File: config.mk
export PLATFORM = sky130hd
export DESIGN_NAME = regfile_wb_arbiter
export DESIGN_NICKNAME = d
export VERILOG_FILES = /design/src/rtl/core_pkg.sv /design/src/rtl/reg_scoreboard.sv /design/src/rtl/regfile_wb_arbiter.sv
export SDC_FILE = /design/constraint.sdc
export NUM_CORES = 1
export LEC_CHECK = 0
export CAP_MARGIN = 20
export CORE_ASPECT_RATIO = 1.5
export CORE_UTILIZATION = 50
export CTS_BUF_LIST = sky130_fd_sc_hd__clkbuf_8
export DETAILED_ROUTE_END_ITERATION = 8
export PLACE_DENSITY = 0.85
export SLEW_MARGIN = 20
export SYNTH_ARGS = -nofsm -noshare
export SYNTH_HDL_FRONTEND = slang
export SYNTH_SLANG_ARGS = --single-unit
File: constraint.sdc
create_clock -name clk -period 3.6 [get_ports clk]
set_input_delay 0.36 -clock clk [delete_from_list [all_inputs] [get_ports clk]]
set_output_delay 0.36 -clock clk [all_outputs]
set_load 0.02 [all_outputs]
File: src/rtl/core_pkg.sv
// core_pkg: shared register-file constants and write-port arbiter state encoding
package core_pkg;
    localparam int REG_IDX_W = 5;
    localparam int XLEN = 32;
    localparam int NUM_REGS = 32;
    typedef enum logic [1:0] {IDLE, WAIT, STARVE} arbState_t;
endpackage

File: src/rtl/reg_scoreboard.sv
// reg_scoreboard: pending-write vector for long-latency destinations with three lookup ports
module reg_scoreboard
    import core_pkg::*;
(
    input  logic                 clk,
    input  logic                 rst_n,
    input  logic                 setEn,
    input  logic [REG_IDX_W-1:0] setReg,
    input  logic                 clrEn,
    input  logic [REG_IDX_W-1:0] clrReg,
    input  logic [REG_IDX_W-1:0] rs1,
    input  logic [REG_IDX_W-1:0] rs2,
    input  logic [REG_IDX_W-1:0] rd,
    output logic                 hitRs1,
    output logic                 hitRs2,
    output logic                 hitRd
);
    logic [NUM_REGS-1:0] pending;
    logic [NUM_REGS-1:0] setMask;
    logic [NUM_REGS-1:0] clrMask;
    assign setMask = setEn ? (NUM_REGS'(1) << setReg) : '0;
    assign clrMask = clrEn ? (NUM_REGS'(1) << clrReg) : '0;
    // Set is applied after clear so it wins on a same-edge collision; x0 is masked off.
    always_ff @(posedge clk) begin
        if (!rst_n)
            pending <= '0;
        else
            pending <= ((pending & ~clrMask) | setMask) & ~NUM_REGS'(1);
    end
    assign hitRs1 = pending[rs1];
    assign hitRs2 = pending[rs2];
    assign hitRd  = pending[rd];
endmodule

File: src/rtl/regfile_wb_arbiter.sv
// regfile_wb_arbiter: shares the register-file write port between writeback and the
// long-latency unit, tracks outstanding long writes and stalls issue on hazards/starvation
module regfile_wb_arbiter
    import core_pkg::*;
#(
    parameter int STARVE_LIMIT = 4,
    parameter int CNT_W = $clog2(STARVE_LIMIT + 1)
) (
    input  logic                 clk,
    input  logic                 rst_n,
    input  logic                 wbValid,
    input  logic [REG_IDX_W-1:0] wbReg,
    input  logic [XLEN-1:0]      wbData,
    input  logic                 luValid,
    output logic                 luReady,
    input  logic [REG_IDX_W-1:0] luReg,
    input  logic [XLEN-1:0]      luData,
    input  logic                 issueValid,
    input  logic                 issueLong,
    input  logic [REG_IDX_W-1:0] issueRs1,
    input  logic [REG_IDX_W-1:0] issueRs2,
    input  logic [REG_IDX_W-1:0] issueRd,
    output logic                 issueStall,
    output logic                 starveStall,
    output logic                 regWriteEnable,
    output logic [REG_IDX_W-1:0] regWriteReg,
    output logic [XLEN-1:0]      regWriteData
);
    localparam logic [CNT_W-1:0] LIMIT = CNT_W'(STARVE_LIMIT);
    logic wbLive, luLive, outFromLu;
    logic hitRs1, hitRs2, hitRd;
    arbState_t state, stateNext;
    logic [CNT_W-1:0] cnt, cntNext;
    assign wbLive      = wbValid && (wbReg != '0);
    assign luLive      = luValid && (luReg != '0);
    assign luReady     = luValid && !wbLive;
    assign starveStall = (state == STARVE);
    assign issueStall  = issueValid && (hitRs1 || hitRs2 || hitRd || starveStall);
    always_ff @(posedge clk) begin
        if (!rst_n) begin
            regWriteEnable <= 1'b0;
            regWriteReg    <= '0;
            regWriteData   <= '0;
            outFromLu      <= 1'b0;
        end else if (wbLive) begin
            regWriteEnable <= 1'b1;
            regWriteReg    <= wbReg;
            regWriteData   <= wbData;
            outFromLu      <= 1'b0;
        end else if (luReady && luLive) begin
            regWriteEnable <= 1'b1;
            regWriteReg    <= luReg;
            regWriteData   <= luData;
            outFromLu      <= 1'b1;
        end else begin
            regWriteEnable <= 1'b0;
        end
    end
    // Pending bit drops on the same edge the register file commits the long result.
    reg_scoreboard uSb (
        .clk    (clk),
        .rst_n  (rst_n),
        .setEn  (issueValid && issueLong && !issueStall && (issueRd != '0)),
        .setReg (issueRd),
        .clrEn  (regWriteEnable && outFromLu),
        .clrReg (regWriteReg),
        .rs1    (issueRs1),
        .rs2    (issueRs2),
        .rd     (issueRd),
        .hitRs1 (hitRs1),
        .hitRs2 (hitRs2),
        .hitRd  (hitRd)
    );
    always_ff @(posedge clk) begin
        if (!rst_n) begin
            state <= IDLE;
            cnt   <= '0;
        end else begin
            state <= stateNext;
            cnt   <= cntNext;
        end
    end
    always_comb begin
        stateNext = state;
        cntNext   = cnt;
        if (!luValid || luReady) begin
            stateNext = IDLE;
            cntNext   = '0;
        end else if (state == IDLE) begin
            cntNext   = CNT_W'(1);
            stateNext = (cntNext >= LIMIT) ? STARVE : WAIT;
        end else if (state == WAIT) begin
            cntNext   = cnt + 1'b1;
            stateNext = (cntNext >= LIMIT) ? STARVE : WAIT;
        end
    end
    // Long-latency result must hold steady until accepted.
    assert property (@(posedge clk) disable iff (!rst_n)
        luValid && !luReady |=> luValid && $stable(luReg) && $stable(luData));
endmodule

==> impl_metrics.sql, run 1 <==
INSERT INTO impl_metrics (metric_group, metric, value, unit) VALUES
('placed_design', 'port_buffers', '135', ''),
('routing', 'detail_route.iter0.violations', '303', ''),
('clock_network', 'cts_tree', 'yes', ''),
('job', 'maxCapViolCount', '0', ''),
('floorplanning', 'full_die_area', '9130', 'sq um'),
('yosys', 'synth_edf_count', '0', ''),
('cells_and_area', 'final_design_area_no_fill', '5970', 'sq um'),
('critical_path', 'worstSetupStartpointType', 'input port', ''),
('sta', 'finalSetupTns', '0', 'ns'),
('clock_network', 'post_cts_hold_buffer_count', '0', ''),
('yosys', 'yosysWarnings', '0', ''),
('placed_design', 'place_area', '5760', 'sq um'),
('sta', 'finalWorstPathRequiredPeriod', '3.38', 'ns'),
('clock_network', 'clk_latency', '0.35', 'ns'),
('routing', 'viasPerCell', '6.25', ''),
('floorplanning', 'core-area', '8460', 'sq um'),
('grt', 'first_global_vias', '4148', ''),
('yosys', 'adder_cell_share_of_the_synthesized_area', '0.286', '%'),
('sta', 'worst_slew_margin_rel', '33.0', '%'),
('sta', 'setup_viol_count_final', '0', ''),
('cells_and_area', 'antenna_cells_inserted', '0', ''),
('sta', 'slew_violations', '0', ''),
('grt', 'grt_pass1_wl', '21100', 'microns'),
('sta', 'skew', '0.00566', 'ns'),
('yosys', 'compound_cell_area_share_of_the_yosys_netlist', '27.3', '%'),
('yosys', 'synth.yosys.seq_area_share', '34.3', '%'),
('pwr', 'total_power', '2.03', 'mW'),
('cells_and_area', 'final_net_count', '644', ''),
('grt', 'grt_antenna_before_repair', '0', ''),
('sta', 'achievable-frequency', '0.296', 'GHz'),
('routing', 'route.antenna.remaining_nets', '0', ''),
('clock_network', 'htree_levels', '3', ''),
('clock_network', 'buffer_cell_driving_the_clock_tree_root', 'sky130_fd_sc_hd__clkbuf_8', ''),
('clock_network', 'tritoncts.num_buffers', '9', ''),
('critical_path', 'worstSetupEndpointType', 'primary output', ''),
('sta', 'finalHoldViolations', '0', ''),
('outcome', 'status', 'completed', ''),
('sta', 'period_share', '93.9', '%'),
('yosys', 'synth_xor_xnor_area_share', '0.200', '%'),
('pwr', 'peakVddDrop', '0.258', 'mV'),
('yosys', 'synth_top_flop_cell', 'sky130_fd_sc_hd__dfxtp_1', ''),
('floorplanning', 'die_w', '78.4', 'microns'),
('grt', 'pin_count_of_the_biggest_net_entering_global_routing', '78', ''),
('critical_path', 'critical_path_peak_fanout', '8', ''),
('yosys', 'synthesis.instances', '432', ''),
('critical_path', 'critical_path_arrival', '3.02', 'ns'),
('floorplanning', 'io_count', '136', ''),
('yosys', 'synthSimpleGateAreaFrac', '12.4', '%'),
('critical_path', 'required', '3.24', 'ns'),
('floorplanning', 'std_cell_rows', '41', ''),
('pwr', 'power_density', '339', 'nW/um^2'),
('clock_network', 'clkSinkCount', '75', ''),
('routing', 'drt_drc_violations_left', '0', ''),
('yosys', 'synth_top_family_by_area', 'compound AO/OA/AOI/OAI gates', ''),
('yosys', 'synth-seq-cells', '75', ''),
('sta', 'rsz_0062_raised_after_global_routing', 'no', ''),
('yosys', 'postSynthNetCount', '528', ''),
('clock_network', 'max-clock-path-buffers', '2', ''),
('yosys', 'avgSynthCellArea', '10.1', 'sq um'),
('yosys', 'async_flop_share', '0', '%'),
('placed_design', 'routabilityCongestion', '0.941', ''),
('grt', 'grt_util_all_layers', '30.4', '%'),
('floorplanning', 'floorplan.die.height', '117', 'microns'),
('routing', 'drt-total-wl', '13300', 'microns'),
('pwr', 'power.leakage', '2.34', 'nW'),
('grt', 'grt_overflow', '0', ''),
('cells_and_area', 'final_core_utilization', '70.6', '%'),
('yosys', 'synth_cell_type_count', '46', ''),
('yosys', 'synth.area.mux_share', '19.7', '%'),
('placed_design', 'hpwl', '10100', 'microns'),
('routing', 'drt_first_pass_iters', '4', ''),
('sta', 'tightest_slew', '1.00', 'ns'),
('critical_path', 'critPathKind', 'in -> out', ''),
('yosys', 'synth_area', '4370', 'sq um'),
('clock_network', 'quantity_of_gates_resized_following_cts', '0', ''),
('floorplanning', 'start_util', '51.7', '%'),
('routing', 'vias_post_dr', '4122', ''),
('cells_and_area', 'area_delta_synth_final', '36.6', '%'),
('cells_and_area', 'layout-drive-gt1-share', '15.6', '%'),
('clock_network', 'cts.clk_slew.worst_paths', '0.07', 'ns'),
('min_path', 'hp-class', 'reg -> reg', ''),
('routing', 'drt-wirelength-per-cell', '20.2', 'microns'),
('clock_network', 'post_cts_buffers', '0', '');
## Yosys cell counts (2+ instances only)
library cell,number,share of area (%)
sky130_fd_sc_hd__a2111oi_0,2,0.40
sky130_fd_sc_hd__a211oi_1,34,5.8
sky130_fd_sc_hd__a21oi_1,6,0.69
sky130_fd_sc_hd__a311oi_1,6,1.2
sky130_fd_sc_hd__buf_1,4,0.34
sky130_fd_sc_hd__buf_2,4,0.46
sky130_fd_sc_hd__buf_4,5,0.86
sky130_fd_sc_hd__buf_6,6,1.5
sky130_fd_sc_hd__clkbuf_1,25,2.1
sky130_fd_sc_hd__dfxtp_1,75,34
sky130_fd_sc_hd__inv_1,5,0.43
sky130_fd_sc_hd__mux2_1,2,0.51
sky130_fd_sc_hd__mux2_2,3,0.77
sky130_fd_sc_hd__mux2i_1,40,9.2
sky130_fd_sc_hd__mux4_2,18,9.3
sky130_fd_sc_hd__nand2_1,26,2.2
sky130_fd_sc_hd__nand2b_1,4,0.57
sky130_fd_sc_hd__nand3_1,7,0.80
sky130_fd_sc_hd__nand3b_1,6,1.0
sky130_fd_sc_hd__nand4_1,2,0.29
sky130_fd_sc_hd__nor2_1,51,4.4
sky130_fd_sc_hd__nor2b_1,11,1.6
sky130_fd_sc_hd__o211ai_1,32,5.5
sky130_fd_sc_hd__o21ai_0,3,0.34
sky130_fd_sc_hd__o21ai_1,3,0.34
sky130_fd_sc_hd__o41ai_1,2,0.40
sky130_fd_sc_hd__o41ai_2,29,11
sky130_fd_sc_hd__or3_1,2,0.29
sky130_fd_sc_hd__or4_1,2,0.34
## sequential cells by signal, summed over array words and instances, names as in the netlist
signal / flops
state: 2
regWriteData: 32
cnt: 3
outFromLu: 1
regWriteEnable: 1
uSb.pending: 31
regWriteReg: 5
## worst paths after layout
| check | startpoint | endpoint | slack (ns) | cells after the start |
|---|---|---|---|---|
| worst max register to register | uSb.pending[3] | uSb.pending[7] | 1.31 | 7 |
| worst max-delay path | issueRs2[2] | issueStall | 0.22 | 9 |
| worst min-delay path | outFromLu | outFromLu | 0.48 | 2 |
| worst min register to register | outFromLu | outFromLu | 0.48 | 2 |
## layer usage
layer / GRT usage, % / part of all wire, %
met1: 31.0 / 36
met2: 53.5 / 50
met3: 9.14 / 8.6
met4: 20.2 / 5.9
met5: 0 / 0
## cells by family after synthesis
family	Yosys count
XOR/XNOR	1
AND/OR/NAND/NOR	117
multiplexers	63
AO/OA/AOI/OAI	126
flip-flops	75
buffers and inverters	49
adder cells (fa/ha/maj)	1
## power breakdown
group          internal (mW)  switching, mW  leakage [nW]
registers              0.867         0.0297         0.615
logic                  0.225          0.225          1.61
clock network          0.374          0.304         0.108
## cell usage in the layout, fill, tap and decap left out, types with 7 or more instances in the layout
master                            instances
sky130_fd_sc_hd__mux2i_1                 40
sky130_fd_sc_hd__clkdlybuf4s50_1        135
sky130_fd_sc_hd__buf_4                   14
sky130_fd_sc_hd__o211ai_1                32
sky130_fd_sc_hd__a211oi_1                34
sky130_fd_sc_hd__clkbuf_8                12
sky130_fd_sc_hd__nor2b_1                 10
sky130_fd_sc_hd__o41ai_2                 29
sky130_fd_sc_hd__nor2_1                  51
sky130_fd_sc_hd__mux4_2                  18
sky130_fd_sc_hd__nand3_1                  7
sky130_fd_sc_hd__dfxtp_1                 75
sky130_fd_sc_hd__nand2_1                 26
## critical path, cell delays in order
cell and delay [ns]:
sky130_fd_sc_hd__clkdlybuf4s50_1 0.63, sky130_fd_sc_hd__buf_4 0.22, sky130_fd_sc_hd__mux2_1 0.34, sky130_fd_sc_hd__o311ai_0 0.35, sky130_fd_sc_hd__nor3_1 0.09, sky130_fd_sc_hd__nor2_1 0.15, sky130_fd_sc_hd__nand4_1 0.16, sky130_fd_sc_hd__o21a_1 0.20
sky130_fd_sc_hd__clkdlybuf4s50_1 0.52
## through the flow
stage	setup WS, ns	hold slack, ns	cells
3_3_place_gp	0.291	0.458	644
6_report	0.219	0.477	660
3_5_place_dp	0.288	0.469	644
2_1_floorplan	1.07	0.444	432
5_1_grt	0.0852	0.502	660
4_1_cts	0.260	0.479	660
## cell type report
cell class | instances | area [sq um]
clock buffer | 12 | 165
multi-input combinational | 308 | 2650
fill | 618 | 2490
timing repair buffer | 149 | 1460
sequential | 75 | 1500
inverter | 5 | 18.8
clock inverter | 4 | 47.5
tap | 107 | 134
Note: power is estimated with default switching activity, not from simulation.
==> inputs of run 2 (changes only) <==
--- a/config.mk
+++ b/config.mk
@@ -10,7 +10,7 @@
 export CORE_UTILIZATION = 50
 export CTS_BUF_LIST = sky130_fd_sc_hd__clkbuf_8
 export DETAILED_ROUTE_END_ITERATION = 8
-export PLACE_DENSITY = 0.85
+export PLACE_DENSITY = 0.84
 export SLEW_MARGIN = 20
 export SYNTH_ARGS = -nofsm -noshare
 export SYNTH_HDL_FRONTEND = slang
==> run 2 against run 1 <==
Effect of this change:
- sequential power about the same
- sequential share of layout area is 0.14 points lower
- maximum frequency is essentially flat
- count of clock-buffer cells in the layout is 2 lower
- critical path type unchanged
- highest routed layer unchanged
==> impl_metrics.sql, run 2 (synthesis results as in run 1) <==
INSERT INTO impl_metrics (metric_group, metric, value, unit) VALUES
('grt', 'grt_pass1_wl', '21400', 'microns'),
('outcome', 'status', 'completed', ''),
('critical_path', 'worstSetupEndpointType', 'primary output', ''),
('clock_network', 'post_cts_buffers', '0', ''),
('grt', 'grt_util_all_layers', '31.1', '%'),
('placed_design', 'routabilityCongestion', '0.915', ''),
('critical_path', 'critical_path_arrival', '3.02', 'ns'),
('grt', 'grt_overflow', '0', ''),
('grt', 'pin_count_of_the_biggest_net_entering_global_routing', '78', ''),
('clock_network', 'cts.clk_slew.worst_paths', '0.08', 'ns'),
('job', 'maxCapViolCount', '0', ''),
('critical_path', 'critical_path.most_common_cell', 'sky130_fd_sc_hd__clkdlybuf4s50_1', ''),
('critical_path', 'critical_path.max_stage_delay', '0.75', 'ns'),
('floorplanning', 'core-area', '8460', 'sq um'),
('clock_network', 'cts_tree', 'yes', ''),
('routing', 'drt-wirelength-per-cell', '21.1', 'microns'),
('min_path', 'hp-class', 'reg -> reg', ''),
('floorplanning', 'floorplan.die.height', '117', 'microns'),
('sta', 'tightest_slew', '0.831', 'ns'),
('routing', 'vias_post_dr', '4176', ''),
('clock_network', 'htree_levels', '3', ''),
('floorplanning', 'start_util', '51.7', '%'),
('critical_path', 'required', '3.24', 'ns'),
('clock_network', 'clk_latency', '0.37', 'ns'),
('cells_and_area', 'layout-drive-gt1-share', '15.4', '%'),
('floorplanning', 'std_cell_rows', '41', ''),
('critical_path', 'reg2reg_slack', '1.28', 'ns'),
('critical_path', 'worstPathCellList', 'clkdlybuf4s50_1 > mux2_1 > o311ai_0 > nor3_1 > nor2_1 > nand4_1 > o21a_1 > clkdlybuf4s50_1', ''),
('routing', 'drt_drc_violations_left', '0', ''),
('sta', 'setup_viol_count_final', '0', ''),
('floorplanning', 'full_die_area', '9130', 'sq um'),
('cells_and_area', 'layout.cells.most_common_list', 'sky130_fd_sc_hd__clkdlybuf4s50_1 (134), sky130_fd_sc_hd__dfxtp_1 (75), sky130_fd_sc_hd__nor2_1 (51)', ''),
('clock_network', 'max-clock-path-buffers', '2', ''),
('sta', 'period_share', '93.8', '%'),
('sta', 'setup_ws', '0.221', 'ns'),
('routing', 'drt_first_pass_iters', '5', ''),
('sta', 'achievable-frequency', '0.296', 'GHz'),
('cells_and_area', 'largest-register', 'regWriteData', ''),
('cells_and_area', 'reg_top3', 'regWriteData (32), uSb.pending (31), regWriteReg (5)', ''),
('placed_design', 'placed_cells', '643', ''),
('routing', 'route.antenna.remaining_nets', '0', ''),
('floorplanning', 'die_w', '78.4', 'microns'),
('sta', 'slew_violations', '0', ''),
('sta', 'finalHoldViolations', '0', ''),
('cells_and_area', 'largest_register_ffs', '32', ''),
('critical_path', 'worstSetupStartpoint', 'issueRs2[2]', ''),
('pwr', 'peakVddDrop', '0.299', 'mV'),
('pwr', 'power_density', '359', 'nW/um^2'),
('routing', 'viasPerCell', '6.34', ''),
('routing', 'drt-total-wl', '13900', 'microns'),
('grt', 'first_global_vias', '4182', ''),
('critical_path', 'critPathKind', 'in -> out', ''),
('floorplanning', 'io_count', '136', ''),
('pwr', 'power.leakage', '2.35', 'nW'),
('cells_and_area', 'antenna_cells_inserted', '0', ''),
('sta', 'fin_hold_ws', '0.491', 'ns'),
('cells_and_area', 'stdcell_count', '659', ''),
('sta', 'finalWorstPathRequiredPeriod', '3.38', 'ns'),
('cells_and_area', 'final_core_utilization', '71.0', '%'),
('clock_network', 'clkSinkCount', '75', ''),
('min_path', 'min-delay-start', 'outFromLu', ''),
('cells_and_area', 'mostFrequentLayoutCell', 'sky130_fd_sc_hd__clkdlybuf4s50_1', ''),
('sta', 'rsz_0062_raised_after_global_routing', 'no', ''),
('grt', 'grt_antenna_before_repair', '0', ''),
('placed_design', 'port_buffers', '135', ''),
('routing', 'detail_route.iter0.violations', '361', ''),
('cells_and_area', 'area_delta_synth_final', '37.3', '%'),
('clock_network', 'buffer_cell_driving_the_clock_tree_root', 'sky130_fd_sc_hd__clkbuf_8', ''),
('sta', 'skew', '0.0127', 'ns'),
('cells_and_area', 'final_net_count', '643', ''),
('critical_path', 'worstSetupStartpointType', 'input port', ''),
('placed_design', 'detailedPlace.worstSlack', '0.151', 'ns'),
('critical_path', 'critical-path-slowest-cell', 'sky130_fd_sc_hd__clkdlybuf4s50_1', ''),
('critical_path', 'reg2reg_from', 'uSb.pending[22]', ''),
('critical_path', 'critical_path_peak_fanout', '9', ''),
('cells_and_area', 'final_design_area_no_fill', '6010', 'sq um'),
('placed_design', 'place_area', '5750', 'sq um'),
('sta', 'finalSetupTns', '0', 'ns'),
('pwr', 'total_power', '2.16', 'mW'),
('cells_and_area', 'final.fill_count', '629', ''),
('placed_design', 'hpwl', '10300', 'microns'),
('clock_network', 'tritoncts.num_buffers', '9', ''),
('sta', 'worst_slew_margin_rel', '44.4', '%');
==> run 2: power by group <==
group	internal [mW]	total (mW)	switching (mW)
logic	0.224	0.448	0.224
clock network	0.479	0.811	0.332
registers	0.866	0.896	0.0299
==> run 2: final cells by class <==
class | instances | area (sq um) | share of cell area, %
multi-input combinational | 308 | 2650 | 44.1
inverter | 5 | 18.8 | 0.313
timing repair buffer | 148 | 1450 | 24.2
clock buffer | 10 | 138 | 2.29
tap | 107 | 134 | 2.23
clock inverter | 6 | 113 | 1.88
sequential | 75 | 1500 | 25.0
==> run 2: final timing paths <==
path	endpoint	depth (start not counted)
worst max-delay path	issueStall	8
worst max register to register	uSb.pending[8]	6
worst min-delay path	outFromLu	2
worst min register to register	outFromLu	2
==> run 2: per-layer routing <==
metal	up-vias	GRT usage, %	routed length, microns
met1	1993	32.4	4980
met2	214	53.7	7060
met4	0	21.5	843
li1	1907	-	-
met3	62	9.22	1040
met5	-	0	0
==> run 2: worst max-delay path: cells and delay by family <==
| kind | cells | cell delay (ns) |
|---|---|---|
| AND/OR/NAND/NOR | 3 | 0.44 |
| buffers and inverters | 2 | 1.28 |
| AO/OA/AOI/OAI | 2 | 0.56 |
| multiplexers | 1 | 0.38 |
==> run 2: what timing repair did <==
item                                    in CTS  in global routing
gates resized for setup                      0                  1
hold buffers                                 0                  0
endpoints found under the setup margin       0                  1
